**src/rtl/rgb_cmp_pwm_driver.sv**
```systemverilog
// ============================================================================
// Module   : rgb_cmp_pwm_driver
// Brief    : Registered unsigned compare of two operands shown on an RGB LED,
//            PWM-dimmed with optional blink that restarts on a result change.
// Revision : 1.0
// ============================================================================
`default_nettype none

module rgb_cmp_pwm_driver #(
    parameter int WIDTH         = 4,
    parameter int PWM_BITS      = 8,
    parameter int BLINK_PERIODS = 64
) (
    input  logic                clk,
    input  logic                rst,
    input  logic [WIDTH-1:0]    a,
    input  logic [WIDTH-1:0]    b,
    input  logic                load,
    input  logic [PWM_BITS-1:0] duty,
    input  logic                blink_en,
    output logic                rgb_led_r,
    output logic                rgb_led_g,
    output logic                rgb_led_b
);

    localparam int BC_W = $clog2(BLINK_PERIODS) + 1;
    localparam logic [BC_W-1:0] BLINK_LAST = BC_W'(BLINK_PERIODS - 1);

    typedef enum logic [1:0] {
        STEADY    = 2'd0,
        BLINK_ON  = 2'd1,
        BLINK_OFF = 2'd2
    } state_t;

    logic [WIDTH-1:0]    a_q, a_d;
    logic [WIDTH-1:0]    b_q, b_d;
    logic [PWM_BITS-1:0] duty_q, duty_d;
    logic [PWM_BITS-1:0] pwm_cnt_q, pwm_cnt_d;
    logic [BC_W-1:0]     blink_cnt_q, blink_cnt_d;
    logic [2:0]          flags_q, flags_d;   // {gt, lt, eq}
    logic [2:0]          led_q, led_d;       // {r, g, b}
    state_t              state_q, state_d;

    logic wrap;
    logic pwm_on;
    logic gate;
    logic result_change;

    always_comb begin
        a_d         = a_q;
        b_d         = b_q;
        duty_d      = duty_q;
        flags_d     = flags_q;
        state_d     = state_q;
        blink_cnt_d = blink_cnt_q;
        led_d       = 3'b000;

        wrap   = &pwm_cnt_q;
        pwm_on = (pwm_cnt_q < duty_q);
        gate   = (state_q != BLINK_OFF);

        if (load) begin
            a_d = a;
            b_d = b;
        end

        // Flags follow the captured operands one cycle later; those only move on load.
        if (a_q > b_q) begin
            flags_d = 3'b100;
        end else if (a_q < b_q) begin
            flags_d = 3'b010;
        end else begin
            flags_d = 3'b001;
        end
        result_change = (flags_d != flags_q);

        pwm_cnt_d = pwm_cnt_q + PWM_BITS'(1);
        if (wrap) begin
            duty_d = duty;
        end

        if (!blink_en) begin
            state_d     = STEADY;
            blink_cnt_d = '0;
        end else if (result_change) begin
            // A new result restarts the blink visibly lit, overriding any toggle.
            state_d     = BLINK_ON;
            blink_cnt_d = '0;
        end else if (wrap) begin
            case (state_q)
                STEADY: begin
                    state_d     = BLINK_ON;
                    blink_cnt_d = '0;
                end
                BLINK_ON, BLINK_OFF: begin
                    if (blink_cnt_q == BLINK_LAST) begin
                        state_d     = (state_q == BLINK_ON) ? BLINK_OFF : BLINK_ON;
                        blink_cnt_d = '0;
                    end else begin
                        blink_cnt_d = blink_cnt_q + BC_W'(1);
                    end
                end
                default: begin
                    state_d     = STEADY;
                    blink_cnt_d = '0;
                end
            endcase
        end

        led_d = flags_q & {3{pwm_on & gate}};
    end

    always_ff @(posedge clk) begin
        if (rst) begin
            a_q         <= '0;
            b_q         <= '0;
            duty_q      <= '0;
            pwm_cnt_q   <= '0;
            blink_cnt_q <= '0;
            flags_q     <= 3'b001;
            state_q     <= STEADY;
            led_q       <= 3'b000;
        end else begin
            a_q         <= a_d;
            b_q         <= b_d;
            duty_q      <= duty_d;
            pwm_cnt_q   <= pwm_cnt_d;
            blink_cnt_q <= blink_cnt_d;
            flags_q     <= flags_d;
            state_q     <= state_d;
            led_q       <= led_d;
        end
    end

    assign rgb_led_r = led_q[2];
    assign rgb_led_g = led_q[1];
    assign rgb_led_b = led_q[0];

endmodule

`default_nettype wire

```
**config.mk**
```make
export PLATFORM = sky130hd
export DESIGN_NAME = rgb_cmp_pwm_driver
export DESIGN_NICKNAME = d
export VERILOG_FILES = /design/src/rtl/rgb_cmp_pwm_driver.sv
export SDC_FILE = /design/constraint.sdc
export NUM_CORES = 1
export LEC_CHECK = 0
export ABC_CLOCK_PERIOD_IN_PS = 1700
export BUFFER_PORTS_ARGS = -buffer_cell sky130_fd_sc_hd__buf_2
export CAP_MARGIN = 15
export CORE_ASPECT_RATIO = 0.5
export CORE_MARGIN = 1.5
export CORE_UTILIZATION = 51
export CTS_CLUSTER_DIAMETER = 40
export DETAILED_ROUTE_END_ITERATION = 10
export PLACE_DENSITY = 0.77
export SLEW_MARGIN = 15
export SYNTH_ARGS = -nofsm -noshare
export SYNTH_HDL_FRONTEND = slang
export SYNTH_SLANG_ARGS = --single-unit
```
**constraint.sdc**
```tcl
create_clock -name clk -period 1.7 [get_ports clk]
set_input_delay 0.34 -clock clk [delete_from_list [all_inputs] [get_ports clk]]
set_output_delay 0.34 -clock clk [all_outputs]
set_load 0.02 [all_outputs]
```
# --- After elaboration in Yosys (flattened, before gate mapping) ---
# Cells that the tools add are included.
op_classes:
  n_eq_ne: 7
  bitwise: 3
  mux: 9
  n_addsub: 2
  magnitude_cmp: 3
  reduce_logical: 8
op_table:
  columns: ["cell", "n"]
  rows:
  - ["7-bit 2-to-1 mux", 2]
  - ["9-bit AND reduction", 1]
  - ["8-bit by 1-bit adder with 8-bit output (second input constant)", 1]
  - ["8-bit less-than comparator", 1]
  - ["8-bit AND reduction", 1]
  - ["7-bit by 1-bit adder with 7-bit output (second input constant)", 1]
  - ["7-bit by 6-bit == test with 1-bit output (second input constant)", 1]
  - ["2-bit 2-to-1 mux", 3]
  - ["4-bit > comparator", 1]
  - ["4-bit less-than comparator", 1]
  - ["2-bit inequality test (second input constant)", 2]
  - ["2-bit one-hot mux with 2 select lines", 1]
  - ["2-bit OR reduction", 2]
  - ["3-bit AND", 1]
  - ["3-bit 2-to-1 mux", 1]
  - ["3-bit inequality test", 1]
  - ["3-bit inequality test (second input constant)", 1]
  - ["3-bit OR reduction", 1]
  - ["2-bit by 1-bit == test with 1-bit output (second input constant)", 1]
  - ["2-bit == test (second input constant)", 1]
  - ["2-bit logical NOT", 1]
  - ["1-bit 2-to-1 mux", 2]
  - ["2-bit AND reduction", 1]
  - ["2-bit nonzero test", 1]
  - ["2 further kinds", 2]
totals:
  elab_cells: 41
  output_inout_bits: 3
  input_bits: 20
  ff_bits: 39

# --- Longest topological paths before layout ---
depth:
  ltp_word: 6
  ltp_mapped: 7
  ltp_nobuf: 7

# --- Worst setup path after synthesis ---
# No wires, ideal clock.
synth_timing:
  kind: "register to register"
  startpoint: "reg b_q[3]"
  endpoint: "reg state_q[0]"
  required_ns: 1.580
  t_arrival_ns: 1.733
  path_buffers: 0
  path_slack_ns: -0.153
  setup_ns: 0.120
  stages_incl_launch_ff: 8
  synth_period_minus_slack_ns: 1.853
  cell_sequence: "dfxtp_1 > inv_1 > ha_1 > nand4_1 > or4b_1 > a2bb2oi_1 > nor2_1 > o31a_1"
synth_via:
  elab_chain_len: 6
  word_cells_on_any_way: 9
  cone_classes: "2 x order compare; 2 x eq/ne; 3 x mux; 2 x reduce/logical"
synth_rtl:
  columns: ["item", "line_no", "source"]
  rows:
  - ["start: declaration", "36", "logic [WIDTH-1:0] b_q, b_d;"]
  - ["start signal: assignment", "116", "b_q <= '0;"]
  - ["start signal: assignment", "125", "b_q <= b_d;"]
  - ["4-bit less-than comparator", "70", "end else if (a_q < b_q) begin"]
  - ["2-bit 2-to-1 mux", "70", null]
  - ["3-bit 2-to-1 mux (*)", "68", "if (a_q > b_q) begin"]
  - ["3-bit inequality test (*)", "75", "result_change = (flags_d != flags_q);"]
  - ["3-bit inequality test (no source line) / 2-bit nonzero test (equally long branches)", null, null]
  - ["2-bit AND reduction (no source line)", null, null]
  - ["end signal: assignment", "130", "state_q <= state_d;"]
  - ["end: declaration", "42", "state_t state_q, state_d;"]
# Mark *: on every way between the ends. The rest lies on a longest branch, timed or not.
# A chain may end at the register's enable or synchronous reset.

# --- Final worst setup path ---
# Ends and elaborated chain as after synthesis.

==> results.yml <==
outcome:
  status: "finished, violations left"
  violations: "negative setup slack"
synth:
  yosys.area_share.simple: 0.222
  synthMuxAreaShare: 0.0493
  yosysWarnings: 0
  avgSynthCellArea_um2: 8.62
  synth_compound_area_frac: 0.117
  synth-xor-area-share: 0.0240
  synth_top_family_by_area: "simple AND/OR/NAND/NOR gates"
  synth_fa_ha_area_frac: 0.116
  synth_seq_cells: 39
  synth_nets: 249
  netlist_area_um2: 1830
  synthCells: 212
  synth_cell_types: 37
  yosysSeqAreaShare: 0.427
flow_run:
  max-cap-violations: 0
placement:
  gp_congestion: 0.773
  dp_hpwl_um: 2870
  io_buffers: 22
  dp_worst_setup_slack_ns: -0.314
setup_path:
  critPathMaxStageDelay_ns: 0.52
  path_max_fanout: 2
  cp.arrival_ns: 2.07
  worst_ep_required_time_ns: 1.88
  cp_slowest_cell: "or4b_4"
  cp-start-kind: "register"
  path_class: "reg2reg"
  crit_chain: "inv_2, ha_4, nand4_1, or4b_4, a2bb2oi_4, nor2_1, o31a_1"
  cp-end-kind: "register"
die:
  io_pins: 23
  std_cell_rows: 15
  start_util: 0.532
  die_w_um: 87.7
  core_um2: 3430
  die_h_um: 45.3
  dieArea_um2: 3970
sta:
  fin_crit_sh: 1.11
  tightest_slew_ns: 0.500
  finalSetupViolations: 9
  rsz0062_at_grt: "yes"
  min_period_ns: 1.89
  hold_viol: 0
  timing.final.ws_setup_ns: -0.191
  maxSlewViolCount: 0
  slew_headroom: 0.665
  finalSetupTns_ns: -1.05
  fin_worst_skew_ns: 0.00460
  fmax_ghz: 0.529
cells_and_area:
  diodes: 0
  multi_input_area_um2: 1110
  drive_gt1_frac: 0.333
  mostFrequentLayoutCell: "dfxtp_1"
  layout.nets: 301
  most-common-layout-cells: "dfxtp_1 (32), buf_4 (30), nor2_1 (27)"
  fillCellCount: 257
  synthToLayoutAreaGrowth_pct: 33.7
  seqCellArea_um2: 790
clock_network:
  cts.clk_slew.worst_paths_ns: 0.07
  cts_max_level: 2
  cts_tree: "built"
  clock_latency_ns: 0.28
  clkSinkCount: 39
  cts_root_buf: "clkbuf_8"
  clockBufferDepth: 2
  numCtsBuffers: 5
  cts_hold_buf: 0
min_path:
  min_path_type: "in2reg"
pwr:
  ir_worst_vdd_v: 0.000722
  power.leakage_nw: 1.02
  power_density_nw_per_um2: 773
global_routing:
  overflow: 0
  antenna_found_initial: 0
  first_global_vias: 1493
  grt.total_usage: 0.228
  grt_max_degree: 20
  grt_pass1_wl_um: 6600
drt:
  via_count: 1617
  first_iter_violations: 86
  drtAntennaViolNets: 0
  wire_per_inst_um: 13.9
  avgViaCountPerCell: 5.13
  drc: 0
  wl_um: 4370
  firstDrtPassIters: 4
[Yosys cell counts (all sizes together)]
master / count / share of area
nor2b: 5 / 0.017
o21ai: 6 / 0.016
nor3b: 1 / 0.0041
nand2: 25 / 0.051
o211a: 1 / 0.0055
or3: 1 / 0.0034
a2111oi: 1 / 0.0048
a211oi: 1 / 0.0041
xor2: 3 / 0.014
mux2i: 9 / 0.049
and2: 3 / 0.010
a21oi: 16 / 0.044
inv: 14 / 0.029
nor3: 4 / 0.011
nor4b: 1 / 0.0048
nand3: 9 / 0.025
and3: 2 / 0.0068
clkbuf: 5 / 0.010
o31a: 2 / 0.0096
o31ai: 1 / 0.0068
nand4: 3 / 0.010
or4: 1 / 0.0041
or4b: 1 / 0.0055
ha: 17 / 0.12
a2bb2oi: 1 / 0.0048
nand2b: 1 / 0.0034
xnor2: 2 / 0.0096
buf: 2 / 0.0048
or2: 1 / 0.0034
nor2: 28 / 0.057
nand4b: 1 / 0.0048
a32oi: 1 / 0.0048
dfxtp: 39 / 0.43
o21bai: 1 / 0.0041
a21o: 3 / 0.012
[power by group]
| part | internal (W) | switching [W] | leakage [nW] |
|---|---|---|---|
| Combinational | 0.000146 | 0.000126 | 0.651 |
| Clock | 0.000326 | 0.000317 | 0.0477 |
| Sequential | 0.000946 | 0.0000274 | 0.321 |
| Total | 0.00142 | 0.000470 | 1.02 |
[worst paths after layout]
| kind | start | to | slack (ns) | depth (start not counted) |
|---|---|---|---|---|
| setup / recovery | b_q[3] | state_q[0] | -0.19 | 7 |
| hold / removal | a[1] | a_q[1] | 0.29 | 3 |
| setup reg to reg | b_q[3] | state_q[0] | -0.19 | 7 |
| hold reg to reg | blink_cnt_q[6] | blink_cnt_q[6] | 0.45 | 2 |
[cells by family (layout without fill, tap and decap cells)]
group,count (synthesis),in the layout
AND/OR/NAND/NOR,87,87
flip-flops,39,39
AO/OA/AOI/OAI,34,34
buffers and inverters,21,73
adder cells (fa/ha/maj),17,17
multiplexers,9,9
XOR/XNOR,5,5
[registers in the layout, summed over array words and instances (netlist names)]
signal / flops
a_q: 4
b_q: 4
blink_cnt_q: 7
duty_q: 8
flags_q: 3
led_q: 3
pwm_cnt_q: 8
state_q: 2
[cell type report]
type | count | share of cell area
repair buffers | 52 | 0.137
flip-flops and latches | 39 | 0.323
clock inverters | 1 | 0.00358
inverters | 14 | 0.0215
well taps | 51 | 0.0261
clock buffers | 6 | 0.0338
multi-input cells | 152 | 0.455
[layer usage]
metal,GRT usage,part of all wire
met1,0.259,0.43
met2,0.422,0.51
met3,0.0676,0.053
met4,0.0794,0.0060
met5,0,0
[repair_timing]
item                       4_1_cts  5_1_grt
gates cloned                     0        0
pin swaps                        8       11
gates resized for setup         15       16
setup buffers                    2        2
setup endpoints to repair       12       12
[metrics by stage]
step | util | instance area (um^2) | instances | hold WS, ns | power, W
after floorplan | - | 1830 | 212 | 0.422 | 0.00111
after global placement | 0.634 | 2180 | 304 | 0.442 | 0.00120
after detailed placement | 0.634 | 2180 | 304 | 0.437 | 0.00120
after CTS | 0.688 | 2360 | 313 | 0.277 | 0.00188
after global routing | 0.711 | 2440 | 315 | 0.283 | 0.00198
final | 0.711 | 2440 | 315 | 0.286 | 0.00189
[worst max-delay path, delay by kind of cell, from the launching register on]
family	cells	cell delay (ns)
flops	1	0.34
simple gates	3	0.70
buf+inv	1	0.05
fa+ha+maj	1	0.26
compound gates	2	0.42
Note: power is estimated with default switching activity, not from simulation.
